===== config.mk =====
export PLATFORM = sky130hd
export DESIGN_NAME = fifo_serial_tx_flat
export DESIGN_NICKNAME = d
export VERILOG_FILES = /design/src/rtl/fifo_serial_tx_if.sv /design/src/rtl/fifo_serial_tx.sv /design/src/flat_wrapper.sv
export SDC_FILE = /design/constraint.sdc
export NUM_CORES = 1
export LEC_CHECK = 0
export BUFFER_PORTS_ARGS = -buffer_cell sky130_fd_sc_hd__buf_4
export CORE_ASPECT_RATIO = 0.9
export CORE_MARGIN = 10
export CORE_UTILIZATION = 44
export DETAILED_ROUTE_END_ITERATION = 16
export MAX_ROUTING_LAYER = met4
export PLACE_DENSITY = 0.62
export SYNTH_ARGS = -nofsm -noshare
export SYNTH_HDL_FRONTEND = slang
export SYNTH_SLANG_ARGS = --single-unit

===== constraint.sdc =====
create_clock -name iclk -period 3.3 [get_ports iclk]
set_clock_uncertainty 0.2 [all_clocks]
set_input_delay 0.33 -clock iclk [delete_from_list [all_inputs] [get_ports iclk]]
set_output_delay 0.33 -clock iclk [all_outputs]
set_load 0.01 [all_outputs]

===== src/rtl/fifo_serial_tx_if.sv =====
// fifo_serial_tx_if -- bundle between the serial transmitter and its FIFO/controller side.
//   ienable : permit starting a new frame (sampled only while the transmitter is idle)
//   iempty  : FIFO empty flag
//   ir_data : FIFO show-ahead read data, valid whenever iempty is low
//   ord     : FIFO pop strobe, one cycle per word
//   otx     : serial line, idle high
//   obusy   : transmitter is mid-frame
//   odone   : one-cycle pulse in the last stop-bit cycle
// master = transmitter side, slave = FIFO/controller side.
interface fifo_serial_tx_if #(
    parameter int unsigned DATA_W = 16
);
    logic              ienable;
    logic              iempty;
    logic [DATA_W-1:0] ir_data;
    logic              ord;
    logic              otx;
    logic              obusy;
    logic              odone;

    modport master (
        input  ienable,
        input  iempty,
        input  ir_data,
        output ord,
        output otx,
        output obusy,
        output odone
    );

    modport slave (
        output ienable,
        output iempty,
        output ir_data,
        input  ord,
        input  otx,
        input  obusy,
        input  odone
    );
endinterface


===== src/rtl/fifo_serial_tx.sv =====
// fifo_serial_tx -- pops one word from a show-ahead FIFO and sends it as a serial frame:
// one low start bit, DATA_W data bits LSB first, one high stop bit, each bit CLKS_PER_BIT
// clocks long.
//   iclk   : clock, rising edge
//   ireset : asynchronous active-high reset; aborts any frame in flight
//   bus    : fifo_serial_tx_if.master (ienable, iempty, ir_data in; ord, otx, obusy, odone out)
module fifo_serial_tx #(
    parameter int unsigned CLKS_PER_BIT = 16,
    parameter int unsigned DATA_W       = 16
) (
    input  logic              iclk,
    input  logic              ireset,
    fifo_serial_tx_if.master  bus
);

    localparam int unsigned BaudW = (CLKS_PER_BIT > 1) ? $clog2(CLKS_PER_BIT) : 1;
    localparam int unsigned BitW  = (DATA_W > 1) ? $clog2(DATA_W) : 1;

    localparam logic [BaudW-1:0] BaudLast   = BaudW'(CLKS_PER_BIT - 1);
    localparam logic [BaudW-1:0] BaudPenult = BaudW'(CLKS_PER_BIT - 2);
    localparam logic [BitW-1:0]  BitLast    = BitW'(DATA_W - 1);

    typedef enum logic [1:0] {
        StIdle,
        StStart,
        StData,
        StStop
    } stateT;

    stateT             state;
    logic [BaudW-1:0]  baudCnt;
    logic [BitW-1:0]   bitCnt;
    logic [DATA_W-1:0] shiftReg;
    logic              otxReg;
    logic              busyReg;
    logic              doneReg;
    logic              popNow;

    // Pop is combinational so the show-ahead word is captured on the same edge that
    // advances the FIFO; gating with ireset keeps the FIFO untouched during reset.
    assign popNow    = (state == StIdle) & bus.ienable & ~bus.iempty & ~ireset;
    assign bus.ord   = popNow;
    assign bus.otx   = otxReg;
    assign bus.obusy = busyReg;
    assign bus.odone = doneReg;

    always_ff @(posedge iclk or posedge ireset) begin
        if (ireset) begin
            state    <= StIdle;
            baudCnt  <= '0;
            bitCnt   <= '0;
            shiftReg <= '0;
            otxReg   <= 1'b1;
            busyReg  <= 1'b0;
            doneReg  <= 1'b0;
        end else begin
            case (state)
                StIdle: begin
                    if (popNow) begin
                        state    <= StStart;
                        shiftReg <= bus.ir_data;
                        baudCnt  <= '0;
                        otxReg   <= 1'b0;
                        busyReg  <= 1'b1;
                    end
                end

                StStart: begin
                    if (baudCnt == BaudLast) begin
                        baudCnt  <= '0;
                        bitCnt   <= '0;
                        state    <= StData;
                        otxReg   <= shiftReg[0];
                        shiftReg <= shiftReg >> 1;
                    end else begin
                        baudCnt <= baudCnt + BaudW'(1);
                    end
                end

                StData: begin
                    if (baudCnt == BaudLast) begin
                        baudCnt <= '0;
                        if (bitCnt == BitLast) begin
                            state  <= StStop;
                            otxReg <= 1'b1;
                        end else begin
                            bitCnt   <= bitCnt + BitW'(1);
                            otxReg   <= shiftReg[0];
                            shiftReg <= shiftReg >> 1;
                        end
                    end else begin
                        baudCnt <= baudCnt + BaudW'(1);
                    end
                end

                StStop: begin
                    if (baudCnt == BaudLast) begin
                        baudCnt <= '0;
                        state   <= StIdle;
                        busyReg <= 1'b0;
                        doneReg <= 1'b0;
                    end else begin
                        baudCnt <= baudCnt + BaudW'(1);
                        // Registered pulse: raise one edge early so it lands on the last cycle.
                        if (baudCnt == BaudPenult) begin
                            doneReg <= 1'b1;
                        end
                    end
                end

                default: begin
                    state   <= StIdle;
                    otxReg  <= 1'b1;
                    busyReg <= 1'b0;
                    doneReg <= 1'b0;
                end
            endcase
        end
    end

endmodule


===== src/flat_wrapper.sv =====
// flat-port wrapper written by rule: the top's interface ports become plain ports
module fifo_serial_tx_flat 
#(
    parameter int unsigned CLKS_PER_BIT = 16,
    parameter int unsigned DATA_W       = 16
)
  (iclk, ireset, bus_ienable, bus_iempty, bus_ir_data, bus_ord, bus_otx, bus_obusy, bus_odone);
  fifo_serial_tx_if #(.DATA_W(DATA_W)) bus_i ();
  input  logic iclk;
  input  logic ireset;
  input wire logic [$bits(bus_i.ienable)-1:0] bus_ienable;
  input wire logic [$bits(bus_i.iempty)-1:0] bus_iempty;
  input wire logic [$bits(bus_i.ir_data)-1:0] bus_ir_data;
  output wire logic [$bits(bus_i.ord)-1:0] bus_ord;
  output wire logic [$bits(bus_i.otx)-1:0] bus_otx;
  output wire logic [$bits(bus_i.obusy)-1:0] bus_obusy;
  output wire logic [$bits(bus_i.odone)-1:0] bus_odone;
  assign bus_i.ienable = bus_ienable;
  assign bus_i.iempty = bus_iempty;
  assign bus_i.ir_data = bus_ir_data;
  assign bus_ord = bus_i.ord;
  assign bus_otx = bus_i.otx;
  assign bus_obusy = bus_i.obusy;
  assign bus_odone = bus_i.odone;
  fifo_serial_tx #(.CLKS_PER_BIT(CLKS_PER_BIT), .DATA_W(DATA_W)) u_core (.iclk(iclk), .ireset(ireset), .bus(bus_i));
endmodule

==> flow_metrics.env <==
export IMPL_cts_max_path_buffers=2
export IMPL_startpoint_type="flip-flop"
export IMPL_portBuffers=23
export IMPL_final_cell_mix="dfrtp_1, buf_4, a21oi_1, mux2i_1, a31oi_1"
export IMPL_critical_path_arrival_ns=2.49
export IMPL_cp_end_kind="flip-flop"
export IMPL_finalSetupViolCount=0
export IMPL_fp_coreArea_sq_um=3450
export IMPL_clock_sinks=29
export IMPL_routedWlPerCell_um=15.0
export IMPL_slew_viol_final=0
export IMPL_synth_area_per_cell_sq_um=10.4
export IMPL_rsz0062_at_grt="no"
export IMPL_final_common_cell="dfrtp_1"
export IMPL_worst_setup_path_type="flip-flop to flip-flop"
export IMPL_die_width_um=83.7
export IMPL_insertion_delay_ns=0.27
export IMPL_grt_pass1_vias=1196
export IMPL_area_delta_synth_final_pct=16.4
export IMPL_dr_pass1_iters=4
export IMPL_syn_inst=155
export IMPL_cts_resized_gates=0
export IMPL_wirelength_mm=3.31
export IMPL_drt_iter0_drc=84
export IMPL_drive_gt1_frac=0.209
export IMPL_vdd_drop_max_v=0.000458
export IMPL_grt_overflow=0
export IMPL_pre_cts_ws_ns=0.790
export IMPL_hold_viol=0
export IMPL_ys_seq_area_frac=0.452
export IMPL_relSlewSlack=0.265
export IMPL_status="complete, no violations"
export IMPL_numCtsBuffers=5
export IMPL_syn_num_nets=184
export IMPL_tightest_slew_ns=1.10
export IMPL_yosys_warnings=0
export IMPL_syn_area_sq_um=1610
export IMPL_dp_hpwl_mm=2.36
export IMPL_place_area_sq_um=1790
export IMPL_cap_violations=0
export IMPL_max_freq_ghz=0.395
export IMPL_cts_root_buffer_cell="clkbuf_8"
export IMPL_postRouteAntennaNets=0
export IMPL_nets=205
export IMPL_place_gp_congestion=0.778
export IMPL_stdcell_area_sq_um=1870
export IMPL_cts_hold_buffers=0
export IMPL_fin_crit_ns=2.53
export IMPL_cp_max_fo=30
export IMPL_vias=1242
export IMPL_grt_max_degree=32
export IMPL_ys_seq_elements=29
export IMPL_synth_cell_types=34
export IMPL_p_per_area_nw_per_um2=945
export IMPL_num_rows=20
export IMPL_clk_pin_slew_worst_paths_ns=0.06
export IMPL_hold_path_class="input pin to async pin"
export IMPL_ios=24
export IMPL_p_leak_nw=0.874
export IMPL_die_area_sq_um=6480
export IMPL_grt_total_usage=0.105
export IMPL_cp_required_ns=3.25
export IMPL_cts_max_level=2
export IMPL_antenna_found_initial=0
export IMPL_fin_setup_tns_ns=0
export IMPL_fin_crit_sh=0.768
export IMPL_initial_utilization=0.466
export IMPL_grt_pass1_wl_mm=5.66
export IMPL_cts_tree="yes"
export IMPL_cts_setup_buffers=0
export IMPL_insertedDiodeCount=0
export IMPL_drc_errors=0
export IMPL_via_per_inst=5.62
export IMPL_fin_ws_ns=0.766
export IMPL_die_y_um=77.3
==> registers in the layout, indices dropped and copies added, names as in the netlist <==
name / flops
u_core.shiftReg: 16
u_core.baudCnt: 4
u_core.bitCnt: 4
u_core.state: 2
u_core.bus.obusy: 1
u_core.bus.odone: 1
u_core.bus.otx: 1
==> final timing paths <==
check	cells after the start	slack, ns	start	to
worst min-delay path	2	0.15	ireset	u_core.state[0]
min in group iclk	3	0.15	bus_ir_data[0]	u_core.shiftReg[0]
worst min register to register	2	0.32	u_core.bus.obusy	u_core.bus.obusy
worst max-delay path	7	0.77	u_core.state[0]	u_core.shiftReg[15]
max in group asynchronous	2	2.08	ireset	u_core.bitCnt[1]
worst max register to register	7	0.77	u_core.state[0]	u_core.shiftReg[15]
==> synthesized netlist by cell type, drive strengths merged <==
cell type | instances | share of area
buf | 5 | 0.023
a21o | 2 | 0.0093
a31oi | 14 | 0.054
nor3 | 4 | 0.012
and3 | 3 | 0.012
o2bb2ai | 1 | 0.0054
or2 | 1 | 0.0039
clkbuf | 6 | 0.014
a21oi | 21 | 0.065
nor4 | 1 | 0.0039
nand4 | 1 | 0.0039
dfrtp | 28 | 0.44
mux2i | 16 | 0.10
ha | 9 | 0.070
inv | 6 | 0.014
nor2b | 1 | 0.0039
a221oi | 1 | 0.0093
o31ai | 4 | 0.019
or3b | 1 | 0.0070
nor2 | 3 | 0.0070
o32a | 1 | 0.0062
nand3 | 5 | 0.016
mux2 | 4 | 0.028
a22o | 4 | 0.022
or4b | 1 | 0.0062
o21ai | 1 | 0.0031
and2 | 1 | 0.0054
nand2 | 7 | 0.016
a211oi | 1 | 0.0047
nand2b | 1 | 0.0039
dfstp | 1 | 0.016
==> cell type report <==
cell class	count	area, sq um
well taps	44	55.1
flip-flops and latches	29	727
inverters	6	22.5
fillers	314	1580
multi-input cells	109	800
clock buffers	8	80.1
repair buffers	25	188
==> per-layer routing <==
metal  routed length, um  track usage  vias to the layer above
met5                   0            -                        -
met4                  34       0.0301                        0
met3                 129       0.0386                        6
met2                1510        0.154                       33
met1                1640        0.133                      588
li1                    -            -                      615
==> power by group <==
group | total (mW) | switching, mW | internal [mW]
clock network | 0.272 | 0.123 | 0.149
registers | 0.600 | 0.0953 | 0.505
logic | 0.897 | 0.480 | 0.416
==> kinds of logic after synthesis <==
family	count (synthesis)	share of synthesized area
AOI/OAI and AO/OA	50	0.198
and+or+nand+nor	30	0.101
DFF	29	0.452
muxes	20	0.128
buffers and inverters	17	0.0506
adders and majority gates	9	0.0700
==> critical path, stage by stage, from the launching register on <==
cell	delay, ns
dfrtp_1	0.42
inv_1	0.11
ha_1	0.32
or2_1	0.30
a221oi_2	0.27
buf_4	0.33
nand2_1	0.14
mux2_1	0.33
==> through the flow <==
step / hold WS (ns) / power (mW) / util / instances
3_5_place_dp: 0.302 / 1.50 / 0.519 / 213
5_1_grt: 0.191 / 1.93 / 0.542 / 221
6_report: 0.152 / 1.77 / 0.542 / 221
4_1_cts: 0.156 / 1.78 / 0.542 / 221
3_3_place_gp: 0.293 / 1.47 / 0.519 / 213
2_1_floorplan: 0.207 / 1.35 / - / 155
Note: power is estimated with default switching activity, not from simulation.
